===== src/rtl/speicher_pkg.sv =====
// speicher_pkg: shared types and constants for the memory-side responder.
// State encoding is one-hot; the request-kind enum also fixes the
// Store > Load > Fetch priority used when several requests arrive together.
package speicher_pkg;

    localparam logic [4:0] Z_IDLE         = 5'b00001;
    localparam logic [4:0] Z_LESEN_BEFEHL = 5'b00010;
    localparam logic [4:0] Z_LESEN_DATEN  = 5'b00100;
    localparam logic [4:0] Z_SCHREIBEN    = 5'b01000;
    localparam logic [4:0] Z_FERTIG       = 5'b10000;

    typedef enum logic [4:0] {
        IDLE         = Z_IDLE,
        LESEN_BEFEHL = Z_LESEN_BEFEHL,
        LESEN_DATEN  = Z_LESEN_DATEN,
        SCHREIBEN    = Z_SCHREIBEN,
        FERTIG       = Z_FERTIG
    } zustand_t;

    localparam int WARTEZYKLEN_STANDARD = 2;

    // Higher encoding wins when requests collide
    typedef enum logic [1:0] {
        ANF_KEINE     = 2'd0,
        ANF_BEFEHL    = 2'd1,
        ANF_LADEN     = 2'd2,
        ANF_SPEICHERN = 2'd3
    } anfrage_t;

    function automatic anfrage_t waehleAnfrage(input logic speichern,
                                               input logic ladenDaten,
                                               input logic holen);
        if (speichern)       return ANF_SPEICHERN;
        else if (ladenDaten) return ANF_LADEN;
        else if (holen)      return ANF_BEFEHL;
        else                 return ANF_KEINE;
    endfunction

endpackage


===== src/rtl/speicher_schnittstelle_wartezaehler.sv =====
// wartezaehler: loadable 4-bit down-counter that stops at zero and
// flags when it is there. Loaded at access start, counts wait states.
module wartezaehler (
    input  logic       Clock,
    input  logic       Reset,
    input  logic       laden,
    input  logic [3:0] wert,
    output logic       istNull
);

    logic [3:0] zaehler;

    // Load on request acceptance, otherwise count down and park at zero
    always_ff @(posedge Clock or posedge Reset) begin
        if (Reset) begin
            zaehler <= 4'd0;
        end else if (laden) begin
            zaehler <= wert;
        end else if (zaehler != 4'd0) begin
            zaehler <= zaehler - 4'd1;
        end
    end

    assign istNull = (zaehler == 4'd0);

endmodule


===== src/rtl/speicher_schnittstelle.sv =====
// speicher_schnittstelle: serves fetch/load/store handshakes of the core
// one at a time on a single-port synchronous memory bus with WARTEZYKLEN
// wait states. Optional feature macro SPEICHER_BEREIT_EN adds the MemBereit
// input, which stretches an access until the memory signals ready.
module speicher_schnittstelle
    import speicher_pkg::*;
#(
    parameter int ADDR_WIDTH  = 32,
    parameter int DATA_WIDTH  = 32,
    parameter int WARTEZYKLEN = WARTEZYKLEN_STANDARD
) (
    input  logic                  Clock,
    input  logic                  Reset,
    input  logic                  LoadBefehlSignal,
    input  logic                  LoadDatenSignal,
    input  logic                  StoreDatenSignal,
    input  logic [ADDR_WIDTH-1:0] BefehlAdresse,
    input  logic [ADDR_WIDTH-1:0] DatenAdresse,
    input  logic [DATA_WIDTH-1:0] SchreibDaten,
    output logic [DATA_WIDTH-1:0] Befehl,
    output logic [DATA_WIDTH-1:0] LeseDaten,
    output logic                  BefehlGeladen,
    output logic                  DatenGeladen,
    output logic                  DatenGespeichert,
    output logic [ADDR_WIDTH-1:0] MemAdresse,
    output logic [DATA_WIDTH-1:0] MemSchreibDaten,
    output logic                  MemLesen,
    output logic                  MemSchreiben,
`ifdef SPEICHER_BEREIT_EN
    input  logic                  MemBereit,
`endif
    input  logic [DATA_WIDTH-1:0] MemLeseDaten
);

    zustand_t zustand;
    zustand_t zustandNaechster;
    anfrage_t anfrage;
    logic     annehmen;
    logic     istNull;
    logic     bereit;
    logic     zugriffFertig;

`ifdef SPEICHER_BEREIT_EN
    assign bereit = MemBereit;
`else
    assign bereit = 1'b1;
`endif

    assign anfrage       = waehleAnfrage(StoreDatenSignal, LoadDatenSignal, LoadBefehlSignal);
    assign annehmen      = (zustand == IDLE) && (anfrage != ANF_KEINE);
    assign zugriffFertig = istNull && bereit;

    wartezaehler uWartezaehler (
        .Clock   (Clock),
        .Reset   (Reset),
        .laden   (annehmen),
        .wert    (4'(WARTEZYKLEN)),
        .istNull (istNull)
    );

    // State register; reset parks the controller in IDLE (drops strobes at once)
    always_ff @(posedge Clock or posedge Reset) begin
        if (Reset) begin
            zustand <= IDLE;
        end else begin
            zustand <= zustandNaechster;
        end
    end

    // Next-state: accept one request in IDLE, finish access when wait count expires
    always_comb begin
        zustandNaechster = zustand;
        case (zustand)
            IDLE: begin
                case (anfrage)
                    ANF_SPEICHERN: zustandNaechster = SCHREIBEN;
                    ANF_LADEN:     zustandNaechster = LESEN_DATEN;
                    ANF_BEFEHL:    zustandNaechster = LESEN_BEFEHL;
                    default:       zustandNaechster = IDLE;
                endcase
            end
            LESEN_BEFEHL, LESEN_DATEN, SCHREIBEN: begin
                if (zugriffFertig) begin
                    zustandNaechster = FERTIG;
                end
            end
            FERTIG:  zustandNaechster = IDLE;
            default: zustandNaechster = IDLE;
        endcase
    end

    // Bus address and write data are latched on acceptance and held for the access
    always_ff @(posedge Clock or posedge Reset) begin
        if (Reset) begin
            MemAdresse      <= '0;
            MemSchreibDaten <= '0;
        end else if (annehmen) begin
            MemAdresse <= (anfrage == ANF_BEFEHL) ? BefehlAdresse : DatenAdresse;
            if (anfrage == ANF_SPEICHERN) begin
                MemSchreibDaten <= SchreibDaten;
            end
        end
    end

    // Completion edge: capture read data and raise exactly one done pulse for FERTIG
    always_ff @(posedge Clock or posedge Reset) begin
        if (Reset) begin
            Befehl           <= '0;
            LeseDaten        <= '0;
            BefehlGeladen    <= 1'b0;
            DatenGeladen     <= 1'b0;
            DatenGespeichert <= 1'b0;
        end else begin
            BefehlGeladen    <= 1'b0;
            DatenGeladen     <= 1'b0;
            DatenGespeichert <= 1'b0;
            if (zugriffFertig) begin
                case (zustand)
                    LESEN_BEFEHL: begin
                        Befehl        <= MemLeseDaten;
                        BefehlGeladen <= 1'b1;
                    end
                    LESEN_DATEN: begin
                        LeseDaten    <= MemLeseDaten;
                        DatenGeladen <= 1'b1;
                    end
                    SCHREIBEN: begin
                        DatenGespeichert <= 1'b1;
                    end
                    default: ;
                endcase
            end
        end
    end

    assign MemLesen     = (zustand == LESEN_BEFEHL) || (zustand == LESEN_DATEN);
    assign MemSchreiben = (zustand == SCHREIBEN);

endmodule


===== config.mk =====
export PLATFORM = sky130hd
export DESIGN_NAME = speicher_schnittstelle
export DESIGN_NICKNAME = d
export VERILOG_FILES = /design/src/rtl/speicher_pkg.sv /design/src/rtl/speicher_schnittstelle_wartezaehler.sv /design/src/rtl/speicher_schnittstelle.sv
export SDC_FILE = /design/constraint.sdc
export NUM_CORES = 1
export LEC_CHECK = 0
export BUFFER_PORTS_ARGS = -buffer_cell sky130_fd_sc_hd__buf_2
export CAP_MARGIN = 10
export CORE_MARGIN = 8
export CORE_UTILIZATION = 41
export CTS_CLUSTER_DIAMETER = 30
export CTS_CLUSTER_SIZE = 28
export DETAILED_ROUTE_END_ITERATION = 10
export PLACE_DENSITY = 0.71
export SLEW_MARGIN = 20
export SYNTH_ARGS = -nofsm -noshare
export SYNTH_HDL_FRONTEND = slang
export SYNTH_HIERARCHICAL = 1
export SYNTH_SLANG_ARGS = --single-unit

===== constraint.sdc =====
create_clock -name Clock -period 8.05 [get_ports Clock]
set_input_delay 1.61 -clock Clock [delete_from_list [all_inputs] [get_ports Clock]]
set_output_delay 1.61 -clock Clock [all_outputs]
set_load 0.005 [all_outputs]

==> impl_metrics.json, run 1 <==
{
  "outcome": "complete, no violations",
  "cts_tree": "yes",
  "worst_setup_path_start_kind": "flip-flop",
  "viasPerCell": 4.83,
  "multi_input_comb_area_sq_um": 2170,
  "setup_viol_count_final": 0,
  "p_leak_uw": 0.00396,
  "port-buffer-count": 265,
  "grt_pass1_wl_microns": 23800,
  "syn_area_per_cell_sq_um": 15.4,
  "fin_crit_ns": 3.07,
  "fin_worst_skew_ns": 0.00757,
  "cts_htree_levels": 4,
  "timing.critical_path.required_ns": 6.44,
  "wire_per_inst_microns": 17.7,
  "max_stage_delay_ns": 0.50,
  "fmax_ghz": 0.325,
  "drt.antenna.violating_nets": 0,
  "die_x_microns": 135,
  "layout.nets": 781,
  "worst-r2r-cell-count": 5,
  "routabilityCongestion": 0.746,
  "worstReg2RegStart": "uWartezaehler/zaehler[0]",
  "yosysUniqueCellTypes": 32,
  "overflow": 0,
  "first_pass_iters": 4,
  "sinks_on_the_clock_net": 140,
  "grt_setup_unrepaired": "false",
  "initialDrtViolationCount": 116,
  "cts-resized-gates": 0,
  "yosysSeqAreaShare_pct": 60.5,
  "nFillCells": 1185,
  "finalCritPeriodShare_pct": 38.2,
  "die_height_microns": 135,
  "design_area_sq_um": 7860,
  "antenna_violations_before_repair": 0,
  "final.setup.tns_ns": 0,
  "r2r_slack_ns": 5.51,
  "track_usage_pct": 16.6,
  "postPlaceCellArea_sq_um": 7290,
  "first_global_vias": 4731,
  "postSynthCellCount": 376,
  "cts.repair_timing.setup_buffer_count": 0,
  "slew_headroom_pct": 38.5,
  "final-seq-area_sq_um": 3500,
  "core_region_area_sq_um": 13800,
  "min-delay-start": "Befehl[18]",
  "ys_warn_count": 6,
  "clk_pin_slew_worst_paths_ns": 0.06,
  "num_vias": 4052,
  "arrival_ns": 1.46,
  "hold_violations": 0,
  "crit_type": "reg2out",
  "clock_path_buffers": 2,
  "power.density_cell_area_nw_per_um2": 378,
  "final_max_slew_viol_count": 0,
  "worst_ir_drop_vdd_v": 0.000194,
  "crit_path_cell_trace": "xnor2_1 -> nor4_1 -> buf_2",
  "ctsHoldBuffers": 0,
  "postRouteWirelength_microns": 14800,
  "boundaryPins": 266,
  "hold_end": "Befehl[18]",
  "worstHoldPathCells": 1,
  "initial_utilization_pct": 41.9,
  "floorplan.die_area_sq_um": 18200,
  "drv_cap": 0,
  "post_synth_arst_share_pct": 100,
  "synthToLayoutAreaGrowth_pct": 35.5,
  "row_count": 43,
  "post_route_cells_drive_above_1_share_pct": 70.9,
  "synth-seq-cells": 140,
  "regToRegEndpoint": "Befehl[19]",
  "drc_errors": 0,
  "cts_root_buffer": "sky130_fd_sc_hd__clkbuf_16",
  "crit_path_slowest_cell": "sky130_fd_sc_hd__dfrtp_1",
  "min_path_type": "reg2reg",
  "antenna_cells": 0,
  "dpl.hpwl_microns": 11600,
  "synth-main-ff-cell": "sky130_fd_sc_hd__dfrtp_1",
  "kind_of_end_point_of_the_critical_path": "output port",
  "clk_latency_ns": 0.41,
  "number_of_cts_inserted_buffers": 17,
  "post_synth_instance_area_sq_um": 5800,
  "pin_count_of_the_biggest_net_entering_global_routing": 76,
  "worst_slew_pin_slew_ns": 0.923,
  "maximum_fanout_along_the_worst_path": 11,
  "synth_edf_count": 0
}
## logic make-up (layout without fill, tap and decap cells)
| logic type | after synthesis | after routing | synth area share, % |
|---|---|---|---|
| muxes | 163 | 163 | 31.6 |
| DFF | 140 | 140 | 60.5 |
| and+or+nand+nor | 32 | 32 | 3.84 |
| buffers and inverters | 27 | 308 | 2.40 |
| AOI/OAI and AO/OA | 8 | 8 | 0.863 |
| xor gates and xnor gates | 3 | 3 | 0.453 |
| other | 2 | 4 | 0.130 |
| adders and majority gates | 1 | 1 | 0.216 |
## through the flow
stage / hold WS [ns] / cells / util, % / total power (uW) / setup WS [ns]
after floorplan: 0.504 / 378 / - / 1780 / 2.80
after global placement: 0.485 / 808 / 52.7 / 2210 / 4.83
after detailed placement: 0.487 / 808 / 52.7 / 2260 / 4.76
after CTS: 0.502 / 839 / 56.8 / 3020 / 4.94
after global routing: 0.520 / 839 / 56.8 / 3170 / 4.79
final: 0.499 / 839 / 56.8 / 2970 / 4.98
## where the power goes
| part | leakage (uW) | internal (uW) | total (uW) | switching [uW] |
|---|---|---|---|---|
| clock | 0.000274 | 463 | 744 | 281 |
| combinational | 0.00196 | 593 | 1000 | 411 |
| sequential | 0.00172 | 1030 | 1220 | 189 |
| total | 0.00396 | 2090 | 2970 | 881 |
## flip-flops by register name, indices dropped and copies added (netlist names)
register	flops
Befehl	32
LeseDaten	32
MemAdresse	32
MemSchreibDaten	32
zustand	5
uWartezaehler/zaehler	4
BefehlGeladen	1
DatenGeladen	1
DatenGespeichert	1
## critical path: cells and delay by family, from the launching register on
family,cells,cell delay [ns]
DFF,1,0.50
and+or+nand+nor,1,0.20
buffers and inverters,1,0.18
xor gates and xnor gates,1,0.17
## synth_stat cells, types with 2 or more instances
| master | n | share of area, % |
|---|---|---|
| sky130_fd_sc_hd__nand3_1 | 2 | 0.17 |
| sky130_fd_sc_hd__nor2_1 | 6 | 0.39 |
| sky130_fd_sc_hd__conb_1 | 2 | 0.13 |
| sky130_fd_sc_hd__mux2_2 | 162 | 31 |
| sky130_fd_sc_hd__o21ai_0 | 5 | 0.43 |
| sky130_fd_sc_hd__clkbuf_1 | 5 | 0.32 |
| sky130_fd_sc_hd__nand2_1 | 3 | 0.19 |
| sky130_fd_sc_hd__buf_6 | 3 | 0.58 |
| sky130_fd_sc_hd__buf_2 | 12 | 1.0 |
| sky130_fd_sc_hd__nor3_1 | 5 | 0.43 |
| sky130_fd_sc_hd__nor3b_4 | 2 | 0.65 |
| sky130_fd_sc_hd__inv_1 | 7 | 0.45 |
| sky130_fd_sc_hd__dfrtp_1 | 139 | 60 |
| sky130_fd_sc_hd__nand4b_1 | 2 | 0.30 |
| sky130_fd_sc_hd__nor4b_1 | 2 | 0.30 |
| sky130_fd_sc_hd__xnor2_1 | 3 | 0.45 |
## layer usage
layer	wire length, microns	GRT usage (%)	part of all wire, %	vias to the layer above
met5	0	0	0	-
met4	348	8.55	2.3	0
met3	1280	5.94	8.6	24
met2	8070	30.2	54	167
met1	5120	16.1	35	1984
li1	-	-	-	1877
## worst max-delay path by stage
stage / start / end / slack [ns] / cells after the start
global route: zustand[2] / MemLesen / 4.79 / 3
floorplan: Reset / BefehlGeladen / 2.80 / 1
CTS: zustand[2] / MemLesen / 4.94 / 3
global placement: Reset / MemSchreibDaten[11] / 4.83 / 3
detailed placement: Reset / MemSchreibDaten[11] / 4.76 / 3
finish: zustand[2] / MemLesen / 4.98 / 3
## placed cells by master, fill, tap and decap left out, drive strengths merged
cell      count
o31ai         1
nor3          5
bufinv        2
clkinv        4
conb          4
nor4          1
nand2         3
clkinvlp      2
nor3b         4
o21ai         5
inv           9
clkbuf       21
nand3         2
xnor2         3
ha            1
nor2          6
nor4b         2
mux2        162
mux2i         1
buf         270
a22oi         1
dfstp         1
and2          1
a221o         1
nor2b         1
and4          1
or3           1
nand4         1
and4b         1
nand2b        1
nand4b        2
dfrtp       139
## area by class of cell
cell class	count	area share [%]
inverter	7	0.366
timing repair buffer	270	17.4
multi-input combinational	211	27.6
tap	180	2.87
clock buffer	21	5.73
sequential	140	44.6
clock inverter	10	1.48
(Power assumes the default switching activity.)
==> inputs of run 2 (changes only) <==
--- a/config.mk
+++ b/config.mk
@@ -5,6 +5,7 @@
 export SDC_FILE = /design/constraint.sdc
 export NUM_CORES = 1
 export LEC_CHECK = 0
+export ABC_AREA = 1
 export BUFFER_PORTS_ARGS = -buffer_cell sky130_fd_sc_hd__buf_2
 export CAP_MARGIN = 10
 export CORE_MARGIN = 8
@@ -12,7 +13,7 @@
 export CTS_CLUSTER_DIAMETER = 30
 export CTS_CLUSTER_SIZE = 28
 export DETAILED_ROUTE_END_ITERATION = 10
-export PLACE_DENSITY = 0.71
+export PLACE_DENSITY = 0.73
 export SLEW_MARGIN = 20
 export SYNTH_ARGS = -nofsm -noshare
 export SYNTH_HDL_FRONTEND = slang
==> constraint.sdc (replaced) <==
create_clock -name Clock -period 2.66 [get_ports Clock]
set_input_delay 0.532 -clock Clock [delete_from_list [all_inputs] [get_ports Clock]]
set_output_delay 0.532 -clock Clock [all_outputs]
set_load 0.005 [all_outputs]
==> impl_metrics.json, run 2 <==
{
  "outcome": "complete, no violations",
  "multi_input_comb_area_sq_um": 2190,
  "sinks_on_the_clock_net": 140,
  "synth_top_area_share_pct": 56.4,
  "synth_commonest_cells": "sky130_fd_sc_hd__nand2_1, sky130_fd_sc_hd__dfrtp_1, sky130_fd_sc_hd__inv_1, sky130_fd_sc_hd__nand3_1, sky130_fd_sc_hd__o21ai_0",
  "timing.critical_path.required_ns": 2.13,
  "clk_pin_slew_worst_paths_ns": 0.06,
  "dpl.hpwl_microns": 12800,
  "switching_share_pct": 36.7,
  "cts.repair_timing.setup_buffer_count": 0,
  "initial_utilization_pct": 41.3,
  "ys_warn_count": 6,
  "antenna_cells": 0,
  "hold_violations": 0,
  "finalCritPeriodShare_pct": 77.0,
  "row_count": 45,
  "arrival_ns": 1.52,
  "fmax_ghz": 0.488,
  "antenna_violations_before_repair": 1,
  "final.setup.tns_ns": 0,
  "yosysUniqueCellTypes": 26,
  "wire_per_inst_microns": 14.8,
  "cts_tree": "yes",
  "drc_errors": 0,
  "synthToLayoutAreaGrowth_pct": 31.4,
  "pin_count_of_the_biggest_net_entering_global_routing": 88,
  "synth_edf_count": 0,
  "die_height_microns": 139,
  "post_synth_instance_area_sq_um": 6160,
  "grt_pass1_wl_microns": 28200,
  "p_leak_uw": 0.00458,
  "syn_area_per_cell_sq_um": 8.73,
  "post_route_cells_drive_above_1_share_pct": 36.9,
  "worst_ir_drop_vdd_v": 0.000528,
  "drv_cap": 0,
  "first_pass_iters": 5,
  "first_global_vias": 5413,
  "cts_htree_levels": 4,
  "layout.nets": 1096,
  "final_max_slew_viol_count": 0,
  "initialDrtViolationCount": 273,
  "cts-resized-gates": 0,
  "postPlaceCellArea_sq_um": 7570,
  "clock_path_buffers": 2,
  "finalHoldWorstSlack_ns": 0.0390,
  "num_vias": 5446,
  "slew_headroom_pct": 57.6,
  "power_switching_uw": 3120,
  "stdcell_count": 1163,
  "boundaryPins": 266,
  "power.density_cell_area_nw_per_um2": 1050,
  "ctsHoldBuffers": 0,
  "postRouteWirelength_microns": 17300,
  "port-buffer-count": 265,
  "utilization_pct": 54.3,
  "core_region_area_sq_um": 14900,
  "drt.antenna.violating_nets": 0,
  "mostFrequentLayoutCells": "sky130_fd_sc_hd__nand2_1, sky130_fd_sc_hd__buf_2, sky130_fd_sc_hd__dfrtp_1",
  "synthMostInstantiatedCell": "sky130_fd_sc_hd__nand2_1",
  "comb_power_share_pct": 35.0,
  "floorplan.die_area_sq_um": 19200,
  "place.detailed.instances": 1131,
  "layout.cells.most_common": "sky130_fd_sc_hd__nand2_1",
  "fin_crit_ns": 2.05,
  "min_path_type": "in2async",
  "viasPerCell": 4.68,
  "die_x_microns": 139,
  "overflow": 0,
  "maximum_fanout_along_the_worst_path": 3,
  "crit_type": "reg2out",
  "nFillCells": 1423,
  "final-seq-area_sq_um": 3500,
  "worst_setup_path_start_kind": "flip-flop",
  "p_int_uw": 5370,
  "leading_cell_types_by_total_area_after_synthesis": "sky130_fd_sc_hd__dfrtp_1, sky130_fd_sc_hd__nand2_1, sky130_fd_sc_hd__o21ai_2",
  "worst_slew_pin_slew_ns": 0.633,
  "design_area_sq_um": 8100,
  "post_synth_arst_share_pct": 100,
  "fin_worst_skew_ns": 0.0111,
  "number_of_cts_inserted_buffers": 17,
  "track_usage_pct": 18.0,
  "yosysSeqAreaShare_pct": 56.9,
  "grt_setup_unrepaired": "false",
  "routabilityCongestion": 0.747,
  "synth-seq-cells": 140,
  "cts_root_buffer": "sky130_fd_sc_hd__clkbuf_16",
  "kind_of_end_point_of_the_critical_path": "output port",
  "postSynthCellCount": 706,
  "cell_type_with_the_largest_total_area_after_synthesis": "sky130_fd_sc_hd__dfrtp_1",
  "p_seq_share_pct": 40.2,
  "setup_viol_count_final": 0,
  "power_frac_clock_pct": 24.8,
  "synth-main-ff-cell": "sky130_fd_sc_hd__dfrtp_1",
  "clk_latency_ns": 0.41
}
run 2: final timing paths:
kind                                                from                  endpoint  slack [ns]  cells after the start
worst max-delay path                          zustand[1]              MemSchreiben        0.61                      4
worst min-delay path                               Reset  uWartezaehler/zaehler[3]        0.04                      2
worst max register to register  uWartezaehler/zaehler[0]             LeseDaten[13]        0.77                      8
worst min register to register       MemSchreibDaten[13]       MemSchreibDaten[13]        0.47                      2
max in group asynchronous                          Reset       MemSchreibDaten[18]        1.89                      3
min in group Clock                      SchreibDaten[29]       MemSchreibDaten[29]        0.34                      3
run 2: cell type report:
| class | count | share of cell area, % |
|---|---|---|
| multi-input cells | 477 | 27.0 |
| well taps | 188 | 2.90 |
| flip-flops and latches | 140 | 43.3 |
| repair buffers | 274 | 17.8 |
| clock buffers | 18 | 5.30 |
| clock inverters | 14 | 1.20 |
| inverters | 52 | 2.49 |
run 2: through the flow:
stage / total power, uW / setup slack, ns
4_1_cts: 8640 / 0.570
3_3_place_gp: 6370 / 0.829
5_1_grt: 9180 / 0.531
3_5_place_dp: 6490 / 0.756
2_1_floorplan: 5110 / 0.436
6_report: 8490 / 0.613
run 2: per-layer routing:
layer,GRT usage (%),up-vias,share of wire [%]
li1,-,2719,-
met1,22.3,2490,43
met2,26.8,226,46
met3,9.21,9,11
met4,5.55,2,0.76
met5,0,-,0.046
run 2: cells by family (layout without fill, tap and decap cells):
logic type      Yosys count  after routing  share of synthesized area, %
compound gates           99             99                          10.1
xor+xnor                  1              1                         0.142
fa+ha+maj                 1              1                         0.203
buf+inv                  91            358                          7.90
flops                   140            140                          56.9
other cells               2              4                         0.122
simple gates            372            372                          24.7
run 2: power by group through the flow:
stage / Combinational (uW) / Clock [uW] / Sequential (uW)
final: 2970 / 2100 / 3410
after global routing: 3410 / 2260 / 3510
after CTS: 3050 / 2170 / 3420
after detailed placement: 3060 / 0 / 3430
after global placement: 2960 / 0 / 3410
after floorplan: 1650 / 0 / 3460
run 2: worst max-delay path: stages (launching register included):
cell and delay [ns]:
sky130_fd_sc_hd__dfrtp_1 0.41, sky130_fd_sc_hd__nor2_1 0.29, sky130_fd_sc_hd__nand3_1 0.21, sky130_fd_sc_hd__inv_1 0.09, sky130_fd_sc_hd__buf_2 0.11
==> inputs of run 3 (changes only) <==
--- a/config.mk
+++ b/config.mk
@@ -5,7 +5,7 @@
 export SDC_FILE = /design/constraint.sdc
 export NUM_CORES = 1
 export LEC_CHECK = 0
-export ABC_AREA = 1
+export ABC_AREA = 0
 export BUFFER_PORTS_ARGS = -buffer_cell sky130_fd_sc_hd__buf_2
 export CAP_MARGIN = 10
 export CORE_MARGIN = 8
@@ -13,7 +13,7 @@
 export CTS_CLUSTER_DIAMETER = 30
 export CTS_CLUSTER_SIZE = 28
 export DETAILED_ROUTE_END_ITERATION = 10
-export PLACE_DENSITY = 0.73
+export PLACE_DENSITY = 0.71
 export SLEW_MARGIN = 20
 export SYNTH_ARGS = -nofsm -noshare
 export SYNTH_HDL_FRONTEND = slang
==> constraint.sdc (replaced) <==
create_clock -name Clock -period 2.1 [get_ports Clock]
set_input_delay 0.42 -clock Clock [delete_from_list [all_inputs] [get_ports Clock]]
set_output_delay 0.42 -clock Clock [all_outputs]
set_load 0.005 [all_outputs]
==> impl_metrics.json, run 3 (synthesis gave the netlist of run 1 again) <==
{
  "num_vias": 4092,
  "drv_cap": 0,
  "wire_per_inst_microns": 17.3,
  "first_global_vias": 4605,
  "antenna_violations_before_repair": 0,
  "setup_viol_count_final": 0,
  "overflow": 0,
  "min_path_type": "in2reg",
  "mostFrequentLayoutCells": "sky130_fd_sc_hd__buf_2, sky130_fd_sc_hd__mux2_2, sky130_fd_sc_hd__dfrtp_1",
  "grt_setup_unrepaired": "false",
  "power.density_cell_area_nw_per_um2": 1430,
  "worst-r2r-cell-count": 7,
  "die_x_microns": 135,
  "synthToLayoutAreaGrowth_pct": 37.8,
  "fmax_ghz": 0.526,
  "final_max_slew_viol_count": 0,
  "layout.cells.most_common": "sky130_fd_sc_hd__buf_2",
  "dpl_worst_slack_ns": 0.203,
  "crit_path_cell_trace": "inv_1 -> ha_1 -> nor3b_4 -> buf_4 -> nand4_1 -> buf_12 -> mux2_2",
  "pin_count_of_the_biggest_net_entering_global_routing": 78,
  "cts-resized-gates": 0,
  "worst_slack_ns": 0.199,
  "layout.nets": 788,
  "grt_pass1_wl_microns": 23400,
  "arrival_ns": 2.20,
  "maximum_fanout_along_the_worst_path": 33,
  "sinks_on_the_clock_net": 140,
  "worstPathBufferInverterCount": 3,
  "ctsHoldBuffers": 1,
  "routabilityCongestion": 0.744,
  "fin_worst_skew_ns": 0.00806,
  "crit_type": "reg2reg",
  "drc_errors": 0,
  "initialDrtViolationCount": 83,
  "floorplan.die_area_sq_um": 18200,
  "clk_latency_ns": 0.41,
  "worstHoldPathCells": 2,
  "finalCritPeriodShare_pct": 90.5,
  "cts_tree": "yes",
  "cp_top_family": "buffers and inverters",
  "critical_path_cell_count": 7,
  "track_usage_pct": 16.3,
  "max_stage_delay_ns": 0.38,
  "worst_ir_drop_vdd_v": 0.000736,
  "core_region_area_sq_um": 13800,
  "die_height_microns": 135,
  "initial_utilization_pct": 41.9,
  "p_leak_uw": 0.00401,
  "viasPerCell": 4.83,
  "finalHoldWorstSlack_ns": 0.234,
  "timing.critical_path.required_ns": 2.40,
  "outcome": "complete, no violations",
  "hold_violations": 0,
  "boundaryPins": 266,
  "crit_path_slowest_cell": "sky130_fd_sc_hd__dfrtp_1",
  "design_area_sq_um": 7990,
  "antenna_cells": 0,
  "cts_htree_levels": 4,
  "first_pass_iters": 4,
  "post_route_cells_drive_above_1_share_pct": 71.5,
  "number_of_cts_inserted_buffers": 17,
  "fin_crit_ns": 1.90,
  "cts_root_buffer": "sky130_fd_sc_hd__clkbuf_16",
  "postPlaceCellArea_sq_um": 7410,
  "clock_path_buffers": 2,
  "cts.repair_timing.setup_buffer_count": 0,
  "dpl.hpwl_microns": 11300,
  "port-buffer-count": 265,
  "row_count": 43,
  "postRouteWirelength_microns": 14700,
  "clk_pin_slew_worst_paths_ns": 0.06,
  "drt.antenna.violating_nets": 0,
  "kind_of_end_point_of_the_critical_path": "flip-flop",
  "worst_setup_path_start_kind": "flip-flop"
}
[run 3: path summary, 6_finish.rpt]
kind                                           from                        to  slack (ns)
max                        uWartezaehler/zaehler[0]             LeseDaten[27]        0.20
min                                 SchreibDaten[2]        MemSchreibDaten[2]        0.23
max reg2reg                uWartezaehler/zaehler[0]             LeseDaten[27]        0.20
min reg2reg                          MemAdresse[29]            MemAdresse[29]        0.50
max in group asynchronous                     Reset                zustand[0]        1.04
min in group asynchronous                     Reset  uWartezaehler/zaehler[1]        0.48
[run 3: area by class of cell]
class	instances	area, sq um
well taps	180	225
inverters	7	30.0
clock inverters	14	124
clock buffers	18	439
repair buffers	277	1490
multi-input cells	211	2170
flip-flops and latches	140	3500
fillers	1143	5840
[run 3: worst register-to-register path, cell delays in order, from the launching register on]
cell and delay [ns]:
sky130_fd_sc_hd__dfrtp_1 0.38, sky130_fd_sc_hd__inv_1 0.09, sky130_fd_sc_hd__ha_1 0.22, sky130_fd_sc_hd__nor3b_4 0.20, sky130_fd_sc_hd__buf_4 0.19, sky130_fd_sc_hd__nand4_1 0.17, sky130_fd_sc_hd__buf_12 0.23, sky130_fd_sc_hd__mux2_2 0.30
[run 3: routing by layer]
layer  GRT usage [%]  share of wire [%]  vias up
met3            6.76                9.9       22
met4            7.30                2.3        0
met5               0                  0        -
li1                -                  -     1890
met2            28.6                 52      173
met1            16.5                 35     2007
[run 3: report_power, final]
group / total, uW / switching, uW / leakage, uW / internal [uW]
sequential: 4600 / 657 / 0.00172 / 3950
combinational: 3980 / 1610 / 0.00202 / 2360
clock: 2820 / 1230 / 0.000274 / 1590
total: 11400 / 3500 / 0.00401 / 7900
[run 3: per-stage QoR]
| step | setup TNS [ns] | util [%] | power, uW | cells |
|---|---|---|---|---|
| 6_report | 0 | 57.8 | 11400 | 847 |
| 3_5_place_dp | 0 | 53.6 | 8750 | 814 |
| 2_1_floorplan | -1.66 | - | 6830 | 378 |
| 3_3_place_gp | 0 | 53.6 | 8550 | 814 |
| 4_1_cts | 0 | 57.8 | 11600 | 847 |
| 5_1_grt | 0 | 57.8 | 12200 | 847 |
